File: config.mk
export PLATFORM = sky130hd
export DESIGN_NAME = fifo_stream_arbiter
export DESIGN_NICKNAME = d
export VERILOG_FILES = /design/src/rtl/fifo_stream_arbiter_pkg.sv /design/src/rtl/fifo_stream_arbiter.sv
export SDC_FILE = /design/constraint.sdc
export NUM_CORES = 1
export LEC_CHECK = 0
export CORE_ASPECT_RATIO = 1.2
export CORE_MARGIN = 3
export CORE_UTILIZATION = 44
export CTS_BUF_LIST = sky130_fd_sc_hd__clkbuf_8
export CTS_CLUSTER_DIAMETER = 100
export CTS_CLUSTER_SIZE = 10
export DETAILED_ROUTE_END_ITERATION = 8
export HOLD_SLACK_MARGIN = 0.02
export PLACE_DENSITY = 0.86
export SLEW_MARGIN = 15
export SYNTH_ARGS = -nofsm -noshare
export SYNTH_HDL_FRONTEND = slang
export SYNTH_SLANG_ARGS = --single-unit
File: constraint.sdc
create_clock -name BUS_CLK -period 2.7 [get_ports BUS_CLK]
set_clock_uncertainty 0.1 [all_clocks]
set_input_delay 0.54 -clock BUS_CLK [delete_from_list [all_inputs] [get_ports BUS_CLK]]
set_output_delay 0.54 -clock BUS_CLK [all_outputs]
set_load 0.03 [all_outputs]
File: src/rtl/fifo_stream_arbiter_pkg.sv
// Shared definitions for the FE/TLU stream arbiter: grant states and data-word width.
package fifo_stream_arbiter_pkg;

  localparam int unsigned DATA_W = 32;

  typedef enum logic [1:0] {
    ST_IDLE,
    ST_FE,
    ST_TLU
  } state_t;

endpackage

File: src/rtl/fifo_stream_arbiter.sv
// Merges the FE-I4 receiver stream and the TLU trigger stream into one registered FWFT stream
// with bounded FE bursts, per-source word counters and a sticky read-while-empty flag.
module fifo_stream_arbiter
  import fifo_stream_arbiter_pkg::*;
#(
  parameter int unsigned MAX_FE_BURST = 16,
  parameter bit          TLU_PRIORITY = 1'b1,
  parameter int unsigned CNT_WIDTH    = 16
) (
  input  logic                 BUS_CLK,
  input  logic                 BUS_RST_B,
  input  logic                 FE_ENABLE,
  input  logic                 TLU_ENABLE,
  output logic                 FE_FIFO_READ,
  input  logic                 FE_FIFO_EMPTY,
  input  logic [DATA_W-1:0]    FE_FIFO_DATA,
  output logic                 TLU_FIFO_READ,
  input  logic                 TLU_FIFO_EMPTY,
  input  logic [DATA_W-1:0]    TLU_FIFO_DATA,
  input  logic                 FIFO_READ,
  output logic                 FIFO_EMPTY,
  output logic [DATA_W-1:0]    FIFO_DATA,
  output logic [CNT_WIDTH-1:0] FE_WORD_CNT,
  output logic [CNT_WIDTH-1:0] TLU_WORD_CNT,
  output logic                 READ_ERROR
);

  localparam int unsigned BURST_W = $clog2(MAX_FE_BURST + 1);

  state_t              state, state_nxt;
  logic [BURST_W-1:0]  burst_cnt, burst_nxt;
  logic                out_valid;
  logic [DATA_W-1:0]   out_data;
  logic                fe_req, tlu_req, can_load, burst_full;
  logic                fe_pop, tlu_pop, load;
  logic [DATA_W-1:0]   load_data;

  always_comb begin
    fe_req     = FE_ENABLE & ~FE_FIFO_EMPTY;
    tlu_req    = TLU_ENABLE & ~TLU_FIFO_EMPTY;
    can_load   = ~out_valid | FIFO_READ;
    burst_full = (burst_cnt == BURST_W'(MAX_FE_BURST));
    state_nxt  = state;
    burst_nxt  = burst_cnt;
    fe_pop     = 1'b0;
    tlu_pop    = 1'b0;
    case (state)
      ST_IDLE: begin
        if (tlu_req && (TLU_PRIORITY || !fe_req)) state_nxt = ST_TLU;
        else if (fe_req)                          state_nxt = ST_FE;
      end
      ST_FE: begin
        // Burst-limit handover waits out a stall; disable/empty exits do not.
        if (!fe_req || (burst_full && tlu_req && can_load)) begin
          state_nxt = tlu_req ? ST_TLU : ST_IDLE;
          burst_nxt = '0;
        end else if (can_load) begin
          fe_pop = 1'b1;
          if (!burst_full) burst_nxt = burst_cnt + BURST_W'(1);
        end
      end
      ST_TLU: begin
        if (!tlu_req) begin
          state_nxt = ST_IDLE;
        end else if (can_load) begin
          tlu_pop   = 1'b1;
          state_nxt = fe_req ? ST_FE : ST_IDLE;
        end
      end
      default: state_nxt = ST_IDLE;
    endcase
    load      = fe_pop | tlu_pop;
    load_data = fe_pop ? FE_FIFO_DATA : TLU_FIFO_DATA;
  end

  assign FE_FIFO_READ  = fe_pop;
  assign TLU_FIFO_READ = tlu_pop;
  assign FIFO_EMPTY    = ~out_valid;
  assign FIFO_DATA     = out_data;

  always_ff @(posedge BUS_CLK or negedge BUS_RST_B) begin
    if (!BUS_RST_B) begin
      state     <= ST_IDLE;
      burst_cnt <= '0;
    end else begin
      state     <= state_nxt;
      burst_cnt <= burst_nxt;
    end
  end

  always_ff @(posedge BUS_CLK or negedge BUS_RST_B) begin
    if (!BUS_RST_B) begin
      out_valid <= 1'b0;
      out_data  <= '0;
    end else if (load) begin
      out_valid <= 1'b1;
      out_data  <= load_data;
    end else if (FIFO_READ) begin
      out_valid <= 1'b0;
    end
  end

  always_ff @(posedge BUS_CLK or negedge BUS_RST_B) begin
    if (!BUS_RST_B) begin
      FE_WORD_CNT  <= '0;
      TLU_WORD_CNT <= '0;
      READ_ERROR   <= 1'b0;
    end else begin
      if (fe_pop)                 FE_WORD_CNT  <= FE_WORD_CNT + CNT_WIDTH'(1);
      if (tlu_pop)                TLU_WORD_CNT <= TLU_WORD_CNT + CNT_WIDTH'(1);
      if (FIFO_READ && !out_valid) READ_ERROR  <= 1'b1;
    end
  end

endmodule

======== Word level (Yosys, flattened, before mapping) ========
Cells that the tools add are included.
cells by class
  reduce and logical (&&, ||, !) cells .... 11
  bitwise logic cells ..................... 7
  equality and inequality tests ........... 7
  mux-type cells .......................... 19
  add/sub/neg operators ................... 3
operator list
  operator                                        count
  adder 16 x 1 -> 16 bit (second input constant)  2
  two-way mux 32 bit                              1
  two-way mux 5 bit                               3
  two-way mux 2 bit                               6
  two-way mux 1 bit                               8
  != test 3 bit (second input constant)           2
  case mux 2 bit (3 select lines)                 1
  AND reduction 3 bit                             2
  adder 5 x 1 -> 5 bit (second input constant)    1
  == test 5 bit (second input constant)           1
  nonzero test 2 bit                              2
  logical AND 1 bit                               3
  inverter 1 bit                                  3
  bitwise AND 1 bit                               2
  == test 2 x 1 -> 1 bit (second input constant)  1
  == test 2 bit (second input constant)           1
  logical NOT 1 bit                               2
  logical NOT 2 bit                               1
  != test 2 x 1 -> 1 bit (second input constant)  1
  != test 2 bit (second input constant)           1
  OR 1 bit                                        2
  logical OR 1 bit                                1
word-level totals
  bits in registers ....................... 73
  output and inout port bits .............. 68
  logic and storage cells ................. 54

======== Longest topological paths before layout ========
  word-level depth ........................ 9
  gate-level depth with buffers ........... 9
  gate-level depth less buffers ........... 7

======== Worst setup path after synthesis ========
No wires, ideal clock.
  kind .................................... input to output
  start ................................... in FE_FIFO_EMPTY
  end ..................................... out FE_FIFO_READ
  path slack .............................. 0.718 ns
  stages .................................. 4
  data arrival time ....................... 1.342 ns
  cells stage by stage .................... and2b_1 > o2111ai_2 > inv_2 > buf_2
between the ends
  cells in the longest elaborated chain, start to end .. 6
ends and longest elaborated chain
  item               line                       RTL
  start, declared    fifo_stream_arbiter.sv:15  input logic FE_FIFO_EMPTY,
  inverter 1 bit     fifo_stream_arbiter.sv:39  fe_req = FE_ENABLE & ~FE_FIFO_EMPTY;
  bitwise AND 1 bit  fifo_stream_arbiter.sv:39
  logical NOT 1 bit  fifo_stream_arbiter.sv:54  if (!fe_req || (burst_full && tlu_req && can_load)) begin
  logical OR 1 bit   fifo_stream_arbiter.sv:54
  two-way mux 1 bit  fifo_stream_arbiter.sv:54
  two-way mux 1 bit  fifo_stream_arbiter.sv:47  case (state)
  end, declared      fifo_stream_arbiter.sv:14  output logic FE_FIFO_READ,
No other way between the ends.

======== Worst setup path after layout ========
  start ................................... in FIFO_READ
  end ..................................... out FE_FIFO_READ
between the ends
  cells in the longest elaborated chain, start to end .. 5
  elaborated cells between the ends (all ways) .. 6
  those cells by class .................... 3 x mux; 1 x bitwise; 2 x reduce/logical
ends and longest elaborated chain
  item                 line                       RTL
  start, declared      fifo_stream_arbiter.sv:20  input logic FIFO_READ,
  OR 1 bit *           fifo_stream_arbiter.sv:41  can_load = ~out_valid | FIFO_READ;
  logical AND 1 bit    fifo_stream_arbiter.sv:54
  logical OR 1 bit     fifo_stream_arbiter.sv:54
  two-way mux 1 bit *  fifo_stream_arbiter.sv:54
  two-way mux 1 bit *  fifo_stream_arbiter.sv:47
Mark *: on every way between the ends. The rest lies on a longest branch, timed or not.

==> qor.yml <==
fill_cells: 574
drive_gt1_share_pct: 7.74
slowest_stage: "clkdlybuf4s50_1"
routabilityCongestion: 0.851
period_share_pct: 89.2
crit_path_end_kind: "primary output"
cts_tree: "yes"
final.setup.tns_ns: 0
synthSimpleGateAreaFrac_pct: 14.1
grt_use_met1_pct: 23.7
area_growth_syn_to_layout_pct: 50.5
design_area_mm2: 0.00505
met3_usage_pct: 3.82
routed_via_density: 5.35
synth_cell_type_count: 37
synth_seq_cells: 73
synth_compound_area_share_pct: 17.6
cts_sinks: 73
initial_core_util_pct: 45.9
synthAdderAreaFrac_pct: 1.49
rows: 34
postRouteAntennaNets: 0
p_leak_uw: 0.00242
slew-limit-headroom_pct: 49.5
crit_required_ns: 2.06
synth_async_sr_flop_share_pct: 100
first_pass_iters: 4
finalWirelength_um: 8980
path_class: "in -> out"
peakVddDrop_mv: 0.472
clk_path_buf_depth: 2
fin_nets: 509
crit_fanout: 6
wl_per_cell_um: 17.0
cp_slowest_stage_delay_ns: 0.48
die_area_mm2: 0.00872
syn-cell-area_mm2: 0.00336
start_kind: "input port"
power_density_mw_per_mm2: 686
clk_pin_slew_worst_paths_ns: 0.08
num_vias: 2829
n_antenna_cell: 0
synthXorXnorAreaFrac_pct: 8.61
hold_violations: 0
finalSetupViolCount: 0
die_width_um: 85.7
clock.fmax_mhz: 415
htreeDepth: 3
synth_nets: 365
cts_hold_buf: 0
path_cells: "clkdlybuf4s50_1 -> nand2b_1 -> o2111ai_2 -> inv_2 -> buf_4"
status: "finished, final reports clean"
track_usage_pct: 20.3
ys_warn_count: 0
ios: 139
cp.arrival_ns: 1.77
place_hpwl_um: 6820
synth_top_family_by_area: "compound AO/OA/AOI/OAI gates"
whs_ns: 0.167
coreArea_mm2: 0.00732
final_cell_mix: "clkdlybuf4s50_1, dfrtp_1, a21o_1, a22o_1, xor2_1"
use_met2_pct: 36.7
synthFlopType: "dfrtp_1"
drc: 0
grt_max_degree: 42
drtIter0Drc: 108
cts_resized: 0
rsz0062_at_grt: "no"
clk-insertion-delay-late_ns: 0.34
root_buffer: "clkbuf_8"
post-cts-setup-buffers: 0
hold_path_class: "in -> async"
avgSynthCellArea_um2: 11.6
mostFrequentLayoutCell: "clkdlybuf4s50_1"
maxCapViolations: 0
cts_made_buffers: 9
post_dp_cell_area_mm2: 0.00483
grt_pass1_vias: 2841
portBuffers: 138
synth_mux_area_share_pct: 0.335
grt_remaining_overflow: 0
syn_inst: 290
ys_seq_area_share_pct: 54.4
grt_antenna_before_repair: 0
slew_viol_final: 0
tightest_slew_ns: 0.758
p_total_uw: 3460
die_h_um: 102
period_needed_ns: 2.41
busiest_layer: "met2"
grt_pass1_wl_um: 13800
synth_edf_count: 0
==> layout make-up <==
type | count | area [um^2] | share of cell area, %
multi-input cells | 195 | 1410 | 28.0
inverters | 8 | 30.0 | 0.594
flip-flops and latches | 73 | 1830 | 36.2
clock inverters | 7 | 93.8 | 1.86
repair buffers | 147 | 1450 | 28.7
well taps | 90 | 113 | 2.23
clock buffers | 9 | 124 | 2.45
==> worst max-delay path, delay by kind of cell <==
kind	cells	cell delay, ns
AOI/OAI and AO/OA	1	0.19
and+or+nand+nor	1	0.25
buffers and inverters	3	0.78
==> synth_stat cells, types with 2 or more instances <==
library cell / instances / share of area, %
nand2b_1: 3 / 0.56
nand4_1: 8 / 1.5
nor2_1: 8 / 0.89
a22o_1: 32 / 8.3
nor4_1: 5 / 0.93
xnor2_1: 12 / 3.1
and2b_1: 2 / 0.45
inv_1: 7 / 0.78
xor2_1: 21 / 5.5
dfrtp_1: 73 / 54
and4_1: 2 / 0.52
a21oi_1: 4 / 0.60
buf_6: 3 / 1.0
and2_1: 3 / 0.56
a21o_1: 33 / 7.4
ha_1: 4 / 1.5
buf_2: 6 / 0.89
clkbuf_1: 4 / 0.45
nand2_1: 18 / 2.0
nor3_1: 10 / 1.5
nand3_1: 13 / 1.9
o22ai_1: 2 / 0.37
and3_1: 3 / 0.56
==> power breakdown <==
group / switching [uW] / internal, uW / leakage [uW]
clock: 411 / 520 / 0.000106
combinational: 595 / 525 / 0.00137
sequential: 140 / 1270 / 0.000937
==> path summary, 6_finish.rpt <==
kind,to,from,cells past startpoint,slack (ns)
worst min-delay path,FIFO_DATA[17]$_DFFE_PN0P_,BUS_RST_B,1,0.17
min in group BUS_CLK,READ_ERROR$_DFFE_PN0P_,READ_ERROR$_DFFE_PN0P_,1,0.36
worst max register to register,burst_cnt[1]$_DFFE_PN0P_,burst_cnt[0]$_DFFE_PN0P_,6,0.66
max in group asynchronous,FIFO_DATA[21]$_DFFE_PN0P_,BUS_RST_B,2,1.65
worst min register to register,READ_ERROR$_DFFE_PN0P_,READ_ERROR$_DFFE_PN0P_,1,0.36
worst max-delay path,FE_FIFO_READ,FIFO_READ,5,0.29
==> sequential cells by signal, indices dropped and copies added, names as in the netlist <==
name	cells
burst_cnt	5
TLU_WORD_CNT	16
READ_ERROR	1
FE_WORD_CNT	16
out_valid	1
FIFO_DATA	32
state	2
==> layer usage <==
metal  part of all wire, %  up-vias  routed length, um
met5                     0        -                  0
met4                   1.0        0                 93
met3                   4.9        8                436
met2                    55       92               4950
met1                    39     1396               3500
li1                      -     1333                  -
==> kinds of logic (layout without fill, tap and decap cells) <==
logic type	after synthesis	count (layout)
and+or+nand+nor	83	83
DFF	73	73
xor gates and xnor gates	33	33
AOI/OAI and AO/OA	74	74
muxes	1	1
buffers and inverters	22	171
adders and majority gates	4	4
==> metrics by stage <==
stage	std cells	util [%]	setup slack, ns
floorplan	290	-	0.718
global placement	513	66.1	0.335
detailed placement	513	66.1	0.254
CTS	529	69.0	0.279
global route	529	69.0	0.162
finish	529	69.0	0.292
No activity file was read; power rests on OpenSTA's default activity.
